===== src/rtl/vga_timing_pkg.sv =====
// 640x480@60 Hz VGA timing constants and RGB444 pixel layout, shared by the
// sync generator and the renderer.
package vga_timing_pkg;

   localparam int unsigned VGA_H_SYNC  = 96;
   localparam int unsigned VGA_H_BP    = 48;
   localparam int unsigned VGA_H_ACT   = 640;
   localparam int unsigned VGA_H_FP    = 16;
   localparam int unsigned VGA_V_SYNC  = 2;
   localparam int unsigned VGA_V_BP    = 33;
   localparam int unsigned VGA_V_ACT   = 480;
   localparam int unsigned VGA_V_FP    = 10;

   localparam int unsigned VGA_H_TOTAL = VGA_H_SYNC + VGA_H_BP + VGA_H_ACT + VGA_H_FP;
   localparam int unsigned VGA_V_TOTAL = VGA_V_SYNC + VGA_V_BP + VGA_V_ACT + VGA_V_FP;
   localparam int unsigned VGA_H_START = VGA_H_SYNC + VGA_H_BP;
   localparam int unsigned VGA_V_START = VGA_V_SYNC + VGA_V_BP;

   localparam int unsigned POS_W    = 10;
   localparam int unsigned RGB_CH_W = 4;
   localparam int unsigned RGB_W    = 3 * RGB_CH_W;

   typedef struct packed {
      logic [RGB_CH_W-1:0] r;
      logic [RGB_CH_W-1:0] g;
      logic [RGB_CH_W-1:0] b;
   } rgb444_t;

   function automatic bit fits_pos(input int unsigned total);
      return total <= ((1 << POS_W) - 1);
   endfunction

endpackage


===== src/rtl/vga_sync_gen_if.sv =====
// Renderer-facing bus: scan position and visible-window flag out, registered
// RGB444 pixel back in.
interface vga_sync_gen_if;
   import vga_timing_pkg::*;

   logic [POS_W-1:0] pos_H;
   logic [POS_W-1:0] pos_V;
   logic             ready;
   logic             frame_start;
   logic [RGB_W-1:0] RGB_in;

   modport master (output pos_H, output pos_V, output ready, output frame_start, input RGB_in);
   modport slave  (input pos_H, input pos_V, input ready, input frame_start, output RGB_in);

endinterface


===== src/rtl/vga_delay_line.sv =====
// Fixed-depth shift register with an asynchronous reset value; depth 0 is a
// straight combinational pass-through.
module vga_delay_line #(
   parameter int unsigned      DEPTH   = 1,
   parameter int unsigned      WIDTH   = 1,
   parameter logic [WIDTH-1:0] RST_VAL = '0
) (
   input  logic             vga_CLK,
   input  logic             reset,
   input  logic [WIDTH-1:0] d,
   output logic [WIDTH-1:0] q
);

   if (DEPTH == 0) begin : g_thru
      logic unused_clk_rst;
      assign unused_clk_rst = vga_CLK ^ reset;
      assign q = d;
   end else begin : g_reg
      logic [WIDTH-1:0] stage [DEPTH];

      always_ff @(posedge vga_CLK or posedge reset) begin
         if (reset) begin
            for (int unsigned i = 0; i < DEPTH; i++) stage[i] <= RST_VAL;
         end else begin
            stage[0] <= d;
            for (int unsigned i = 1; i < DEPTH; i++) stage[i] <= stage[i-1];
         end
      end

      assign q = stage[DEPTH-1];
   end

endmodule


===== src/rtl/vga_sync_gen.sv =====
// VGA raster counters, sync/blank decode and pixel re-alignment towards the
// DAC pins; sync and colour leave PIPE_DLY+1 clocks after the counters.
module vga_sync_gen
   import vga_timing_pkg::*;
#(
   parameter int unsigned H_SYNC   = VGA_H_SYNC,
   parameter int unsigned H_BP     = VGA_H_BP,
   parameter int unsigned H_ACT    = VGA_H_ACT,
   parameter int unsigned H_FP     = VGA_H_FP,
   parameter int unsigned V_SYNC   = VGA_V_SYNC,
   parameter int unsigned V_BP     = VGA_V_BP,
   parameter int unsigned V_ACT    = VGA_V_ACT,
   parameter int unsigned V_FP     = VGA_V_FP,
   parameter int unsigned PIPE_DLY = 1,
   parameter bit          SYNC_POL = 1'b0
) (
   input  logic                vga_CLK,
   input  logic                reset,
   vga_sync_gen_if.master      rend,
   output logic                hsync,
   output logic                vsync,
   output logic [RGB_CH_W-1:0] vga_R,
   output logic [RGB_CH_W-1:0] vga_G,
   output logic [RGB_CH_W-1:0] vga_B
);

   localparam int unsigned H_TOTAL = H_SYNC + H_BP + H_ACT + H_FP;
   localparam int unsigned V_TOTAL = V_SYNC + V_BP + V_ACT + V_FP;
   localparam int unsigned H_START = H_SYNC + H_BP;
   localparam int unsigned V_START = V_SYNC + V_BP;

   localparam logic [POS_W-1:0] H_LAST  = POS_W'(H_TOTAL - 1);
   localparam logic [POS_W-1:0] V_LAST  = POS_W'(V_TOTAL - 1);
   localparam logic [POS_W-1:0] H_BEG   = POS_W'(H_START);
   localparam logic [POS_W-1:0] H_END   = POS_W'(H_START + H_ACT - 1);
   localparam logic [POS_W-1:0] V_BEG   = POS_W'(V_START);
   localparam logic [POS_W-1:0] V_END   = POS_W'(V_START + V_ACT - 1);
   localparam logic [POS_W-1:0] H_SY_END = POS_W'(H_SYNC);
   localparam logic [POS_W-1:0] V_SY_END = POS_W'(V_SYNC);

   if (!fits_pos(H_TOTAL) || !fits_pos(V_TOTAL)) begin : g_bad_total
      $error("vga_sync_gen: line/frame totals must fit in %0d bits", POS_W);
   end
   if (PIPE_DLY > 3) begin : g_bad_dly
      $error("vga_sync_gen: PIPE_DLY must be 0..3");
   end

   logic [POS_W-1:0] h_cnt, v_cnt;
   logic             hs_raw, vs_raw, ready_raw;
   logic             hs_d, vs_d, act_d;
   rgb444_t          pix;

   always_ff @(posedge vga_CLK or posedge reset) begin
      if (reset) begin
         h_cnt <= '0;
         v_cnt <= '0;
      end else if (h_cnt == H_LAST) begin
         h_cnt <= '0;
         v_cnt <= (v_cnt == V_LAST) ? '0 : v_cnt + 1'b1;
      end else begin
         h_cnt <= h_cnt + 1'b1;
      end
   end

   always_comb begin
      ready_raw = (h_cnt >= H_BEG) && (h_cnt <= H_END) &&
                  (v_cnt >= V_BEG) && (v_cnt <= V_END);
      hs_raw    = (h_cnt < H_SY_END) ? SYNC_POL : ~SYNC_POL;
      vs_raw    = (v_cnt < V_SY_END) ? SYNC_POL : ~SYNC_POL;
   end

   assign rend.pos_H       = h_cnt;
   assign rend.pos_V       = v_cnt;
   assign rend.ready       = ready_raw;
   assign rend.frame_start = ~reset && (h_cnt == '0) && (v_cnt == '0);

   // Delay matches the renderer's RGB latency so blanking lines up with its pixel.
   vga_delay_line #(
      .DEPTH   (PIPE_DLY),
      .WIDTH   (3),
      .RST_VAL ({~SYNC_POL, ~SYNC_POL, 1'b0})
   ) u_align (
      .vga_CLK (vga_CLK),
      .reset   (reset),
      .d       ({hs_raw, vs_raw, ready_raw}),
      .q       ({hs_d, vs_d, act_d})
   );

   assign pix = rend.RGB_in;

   always_ff @(posedge vga_CLK or posedge reset) begin
      if (reset) begin
         hsync <= ~SYNC_POL;
         vsync <= ~SYNC_POL;
         vga_R <= '0;
         vga_G <= '0;
         vga_B <= '0;
      end else begin
         hsync <= hs_d;
         vsync <= vs_d;
         if (act_d) begin
            vga_R <= pix.r;
            vga_G <= pix.g;
            vga_B <= pix.b;
         end else begin
            vga_R <= '0;
            vga_G <= '0;
            vga_B <= '0;
         end
      end
   end

endmodule


===== src/flat_wrapper.sv =====
// flat-port wrapper written by rule: the top's interface ports become plain ports
module vga_sync_gen_flat import vga_timing_pkg::*;
#(
   parameter int unsigned H_SYNC   = VGA_H_SYNC,
   parameter int unsigned H_BP     = VGA_H_BP,
   parameter int unsigned H_ACT    = VGA_H_ACT,
   parameter int unsigned H_FP     = VGA_H_FP,
   parameter int unsigned V_SYNC   = VGA_V_SYNC,
   parameter int unsigned V_BP     = VGA_V_BP,
   parameter int unsigned V_ACT    = VGA_V_ACT,
   parameter int unsigned V_FP     = VGA_V_FP,
   parameter int unsigned PIPE_DLY = 1,
   parameter bit          SYNC_POL = 1'b0
)
  (vga_CLK, reset, hsync, vsync, vga_R, vga_G, vga_B, rend_pos_H, rend_pos_V, rend_ready, rend_frame_start, rend_RGB_in);
  vga_sync_gen_if rend_i ();
  input  logic vga_CLK;
  input  logic reset;
  output logic hsync;
  output logic vsync;
  output logic [RGB_CH_W-1:0] vga_R;
  output logic [RGB_CH_W-1:0] vga_G;
  output logic [RGB_CH_W-1:0] vga_B;
  output wire logic [$bits(rend_i.pos_H)-1:0] rend_pos_H;
  output wire logic [$bits(rend_i.pos_V)-1:0] rend_pos_V;
  output wire logic [$bits(rend_i.ready)-1:0] rend_ready;
  output wire logic [$bits(rend_i.frame_start)-1:0] rend_frame_start;
  input wire logic [$bits(rend_i.RGB_in)-1:0] rend_RGB_in;
  assign rend_pos_H = rend_i.pos_H;
  assign rend_pos_V = rend_i.pos_V;
  assign rend_ready = rend_i.ready;
  assign rend_frame_start = rend_i.frame_start;
  assign rend_i.RGB_in = rend_RGB_in;
  vga_sync_gen #(.H_SYNC(H_SYNC), .H_BP(H_BP), .H_ACT(H_ACT), .H_FP(H_FP), .V_SYNC(V_SYNC), .V_BP(V_BP), .V_ACT(V_ACT), .V_FP(V_FP), .PIPE_DLY(PIPE_DLY), .SYNC_POL(SYNC_POL)) u_core (.vga_CLK(vga_CLK), .reset(reset), .rend(rend_i), .hsync(hsync), .vsync(vsync), .vga_R(vga_R), .vga_G(vga_G), .vga_B(vga_B));
endmodule

===== config.mk =====
export PLATFORM = sky130hd
export DESIGN_NAME = vga_sync_gen_flat
export DESIGN_NICKNAME = d
export VERILOG_FILES = /design/src/rtl/vga_timing_pkg.sv /design/src/rtl/vga_sync_gen_if.sv /design/src/rtl/vga_delay_line.sv /design/src/rtl/vga_sync_gen.sv /design/src/flat_wrapper.sv
export SDC_FILE = /design/constraint.sdc
export NUM_CORES = 1
export LEC_CHECK = 0
export CAP_MARGIN = 20
export CORE_MARGIN = 4
export CORE_UTILIZATION = 41
export CTS_BUF_LIST = sky130_fd_sc_hd__clkbuf_8 sky130_fd_sc_hd__clkbuf_16
export DETAILED_ROUTE_END_ITERATION = 6
export PLACE_DENSITY = 0.82
export SLEW_MARGIN = 20
export SYNTH_ARGS = -nofsm -noshare
export SYNTH_HDL_FRONTEND = slang
export SYNTH_SLANG_ARGS = --single-unit

===== constraint.sdc =====
create_clock -name vga_CLK -period 2.1 [get_ports vga_CLK]
set_input_delay 0.525 -clock vga_CLK [delete_from_list [all_inputs] [get_ports vga_CLK]]
set_output_delay 0.525 -clock vga_CLK [all_outputs]
set_load 0.01 [all_outputs]

# Word-level counts from Yosys, hierarchy flattened

Cells that the tools add are included.
Widths: inputs -> output; s select.

Bits in registers: 37
Logic and storage cells: 33
Input bits: 14

Eq/ne operators: 2
$add $sub $neg: 2
Bitwise operators: 1
Reductions and logical operators: 7
Multiplexer cells: 7
Magnitude comparators: 6

Operator list:

| cell                  | number |
|---|---|
| $add 10x1->10 const B | 2 |
| $eq 10x10->1 const B  | 2 |
| $le 10x10->1 const B  | 2 |
| $logic_not 10->1      | 2 |
| $mux 10               | 2 |
| $mux 4                | 3 |
| $ge 10x6->1 const B   | 1 |
| $ge 10x8->1 const B   | 1 |
| $lt 10x2->1 const B   | 1 |
| $lt 10x7->1 const B   | 1 |
| $logic_and 1x1->1     | 5 |
| $mux 1                | 2 |
| $not 1->1             | 1 |

# Depth between registers and ports, before layout

Depth after elaboration: 4
Mapped depth: 7
Mapped depth without buffers: 6

# By module

A second synthesis with hierarchy kept.

Cell total of the unflattened synthesis: 151
Area total of the unflattened synthesis: 1682.9 um^2

By module, submodules not included:

| module         | seq. area each (um^2) | cells an instance | area an instance (um^2) | times used |
|---|---|---|---|---|
| vga_sync_gen   | 853.3                 | 147               | 1601.5                  | 1 |
| vga_delay_line | 77.6                  | 4                 | 81.3                    | 1 |

# Worst setup path before layout

OpenSTA, ideal clock, no wires.

Path kind: input port to output port
From: in reset
To: out rend_frame_start
Data arrival time: 1.773 ns
Setup slack: -0.198 ns
Required time: 1.575 ns
Stages: 3
Cells stage by stage: inv_1 -> nand4_1 -> nor3_1

Longest elaborated chain between the ends: 3

RTL lines:

| what                           | line               | RTL |
|---|---|---|
| from (decl)                    | flat_wrapper.sv:18 | `input logic reset;` |
| $not 1->1                      | vga_sync_gen.sv:75 | `assign rend.frame_start = ~reset && (h_cnt == '0) && (v_cnt == '0);` |
| $logic_and 1x1->1 (2 in a row) | vga_sync_gen.sv:75 |  |
| to (decl)                      | flat_wrapper.sv:27 | `output wire logic [$bits(rend_i.frame_start)-1:0] rend_frame_start;` |

Every way passes these cells.

# Worst setup path in the final report

From: reg u_core.h_cnt[7], in the netlist u_core.rend.pos_H[7]
To: out rend_frame_start

Longest elaborated chain between the ends: 3

RTL lines:

| what                           | line               | RTL |
|---|---|---|
| from (decl)                    | vga_sync_gen.sv:48 | `logic [POS_W-1:0] h_cnt, v_cnt;` |
| from (signal assigned)         | vga_sync_gen.sv:61 | `h_cnt <= h_cnt + 1'b1;` |
| $logic_not 10->1               | vga_sync_gen.sv:75 |  |
| $logic_and 1x1->1 (2 in a row) | vga_sync_gen.sv:75 |  |

Every way passes these cells.

==> flow_metrics.env <==
export IMPL_p_seq_share_pct=58.5
export IMPL_violations="setup timing"
export IMPL_final_area_um2=2500
export IMPL_cts_sinks=37
export IMPL_vdd_ir_drop_max_mv=0.297
export IMPL_power_density_nw_per_um2=486
export IMPL_start_util_pct=43.1
export IMPL_cts_made_buffers=5
export IMPL_routed_via_density=4.98
export IMPL_grt_overflow=0
export IMPL_synth_distinct_cells=31
export IMPL_drt_iter0_markers=65
export IMPL_synth_ff_type="dfrtp_1"
export IMPL_crit_arrival_ps=1610
export IMPL_use_met3_pct=6.04
export IMPL_p_switching_mw=0.258
export IMPL_slew_headroom_pct=70.1
export IMPL_grt_busiest_layer="met2"
export IMPL_port_buffers=49
export IMPL_syn_avg_cell_area_um2=10.8
export IMPL_drt_total_wl_um=4070
export IMPL_cts_tree="built"
export IMPL_core_region_area_um2=3720
export IMPL_hold_class="reg -> reg"
export IMPL_ys_ff_latch=37
export IMPL_drt_pass1_iter_count=5
export IMPL_synth_nets=166
export IMPL_async_flop_share_pct=100
export IMPL_syn_area_um2=1600
export IMPL_layout_setup_ws_ps=-35.0
export IMPL_die_y_um=70.5
export IMPL_slew_viol_final=0
export IMPL_dpl_hpwl_um=2960
export IMPL_clk_insertion_delay_late_ps=280
export IMPL_dieArea_um2=4970
export IMPL_area_growth_pct=56.3
export IMPL_grt_pass1_wl_um=6890
export IMPL_grt_pass1_vias=1493
export IMPL_remaining_drc_errors=0
export IMPL_crit_chain="or3_1 -> nor2_2 -> nand4_1 -> nor3_1 -> buf_2"
export IMPL_status="finished, violations left"
export IMPL_cts_clk_slew_worst_paths_ps=70
export IMPL_max_freq_ghz=0.468
export IMPL_nFillCells=266
export IMPL_p_leak_nw=1.16
export IMPL_layout_commonest_cell="clkdlybuf4s50_1"
export IMPL_switching_share_pct=21.2
export IMPL_critPathCaptureType="output pin"
export IMPL_use_met2_pct=29.5
export IMPL_combPwrFrac_pct=3.2
export IMPL_cp_max_fo=2
export IMPL_postRouteAntennaNets=0
export IMPL_cts_htree_levels=2
export IMPL_tightest_slew_ps=449
export IMPL_intPower_mw=0.960
export IMPL_wl_per_cell_um=14.4
export IMPL_finalCritPeriodShare_pct=102
export IMPL_nets=251
export IMPL_drv_cap=0
export IMPL_worstSetupPathType="reg -> out"
export IMPL_synth_edf_count=0
export IMPL_ios=50
export IMPL_gp_congestion=0.868
export IMPL_period_needed_ps=2130
export IMPL_crit_required_ps=1570
export IMPL_path_delay_family="simple AND/OR/NAND/NOR gates"
export IMPL_slowest_delay_ps=400
export IMPL_rows=22
export IMPL_rsz0062_at_grt="yes"
export IMPL_grtUsageTotal_pct=17.5
export IMPL_root_buffer="clkbuf_8"
export IMPL_finalHoldViolCount=0
export IMPL_grt_use_met1_pct=20.8
export IMPL_worst_path_max_delay_cell="or3_1"
export IMPL_synth_warnings=0
export IMPL_dieWidth_um=70.5
export IMPL_clockBufferDepth=2
export IMPL_clock_skew_ps=3.92
export IMPL_diodes=0
export IMPL_yosysSeqAreaShare_pct=58.1
export IMPL_layout_common_cells="clkdlybuf4s50_1, buf_4, dfrtp_1"
export IMPL_post_route_util_pct=67.4
export IMPL_grt_max_degree=38
export IMPL_critPathLaunchType="flop"
export IMPL_crit_buf_inv=1
export IMPL_antenna_found_initial=0
export IMPL_vias=1403
export IMPL_hold_ws_ps=357
export IMPL_setup_viol=2
export IMPL_pwr_share_clk_pct=38.2
export IMPL_netlist_instances=148
export IMPL_place_area_um2=2370
export IMPL_layout_drive_gt1_share_pct=24.8
==> power groups by stage <==
stage          registers (mW)  logic [mW]  clock network, mW
3_5_place_dp            0.726      0.0404                  0
4_1_cts                 0.713      0.0407              0.478
5_1_grt                 0.712      0.0444              0.510
3_3_place_gp            0.726      0.0402                  0
2_1_floorplan           0.726      0.0109                  0
6_report                0.713      0.0392              0.466
==> cell usage after synthesis, drive strengths merged, types with 2 or more instances <==
master,count,area (um^2)
o31ai,3,22.5
xor2,5,43.8
or3,3,18.8
nor3,6,30.0
inv,7,26.3
xnor2,8,70.1
nand3,10,50.1
nor2,11,41.3
a21oi,3,15.0
clkbuf,4,16.3
o21ai,4,20.0
nor4,4,25.0
nand2,10,37.5
dfrtp,33,826
nand4,5,31.3
dfstp,4,105
ha,4,50.1
buf,2,16.3
and2,13,81.3
==> flip-flops by register name, summed over array words and instances (netlist names) <==
register,flops
u_core.vga_G,4
u_core.hsync,1
u_core.rend.pos_H,10
u_core.u_align.q,3
u_core.vga_R,4
u_core.rend.pos_V,10
u_core.vsync,1
u_core.vga_B,4
==> cell families (layout without fill, tap and decap cells) <==
kind of cell	after synthesis	count (layout)	share of synthesized area (%)
xor+xnor	13	13	7.10
flops	37	37	58.1
compound gates	14	14	5.70
buf+inv	13	99	3.67
fa+ha+maj	4	4	3.12
simple gates	67	67	22.3
==> metrics by stage <==
stage | TNS (ps) | cells | power [mW] | setup slack (ps)
2_1_floorplan | 0 | 148 | 0.737 | 4.90
3_3_place_gp | -483 | 271 | 0.766 | -261
3_5_place_dp | -501 | 271 | 0.766 | -280
4_1_cts | -99.2 | 282 | 1.23 | -60.2
5_1_grt | -281 | 282 | 1.27 | -165
6_report | -64.3 | 282 | 1.22 | -35.0
==> layout make-up <==
class | instances | area (um^2) | area share (%)
repair buffers | 84 | 743 | 29.7
clock inverters | 3 | 13.8 | 0.549
multi-input cells | 98 | 657 | 26.2
flip-flops and latches | 37 | 932 | 37.2
inverters | 7 | 30.0 | 1.20
clock buffers | 5 | 68.8 | 2.75
well taps | 48 | 60.1 | 2.40
==> per-layer routing <==
layer | share of wire [%] | routed length (um)
met2 | 51 | 2070
met5 | 0 | 0
met3 | 6.0 | 242
met1 | 42 | 1690
met4 | 1.6 | 64
==> worst reg2reg max path, delay by kind of cell (launching register included) <==
family / cells / cell delay (ps)
AOI/OAI and AO/OA: 1 / 130
buffers and inverters: 1 / 180
DFF: 1 / 380
and+or+nand+nor: 3 / 1260
==> final timing paths <==
check | to | slack (ps) | from | cells after the start
max reg2reg | u_core.rend.pos_V[9]$_DFFE_PP0N_ | 80 | u_core.rend.pos_H[7]$_DFF_PP0_ | 5
max in group asynchronous | u_core.hsync$_DFF_PP1_ | 1020 | reset | 3
max | rend_frame_start | -30 | u_core.rend.pos_H[7]$_DFF_PP0_ | 5
min reg2reg | u_core.vsync$_DFF_PP1_ | 360 | u_core.u_align.q[1]$_DFF_PP1_ | 0
min | u_core.vsync$_DFF_PP1_ | 360 | u_core.u_align.q[1]$_DFF_PP1_ | 0
min in group asynchronous | u_core.rend.pos_V[7]$_DFFE_PP0N_ | 730 | reset | 3
==> timing repair <==
item,4_1_cts,5_1_grt
gates cloned,0,0
resized for setup,16,2
setup endpoints to repair,2,2
setup buffers,3,0
hold buffers,0,0
pin swaps,1,1
Note: power is estimated with default switching activity, not from simulation.
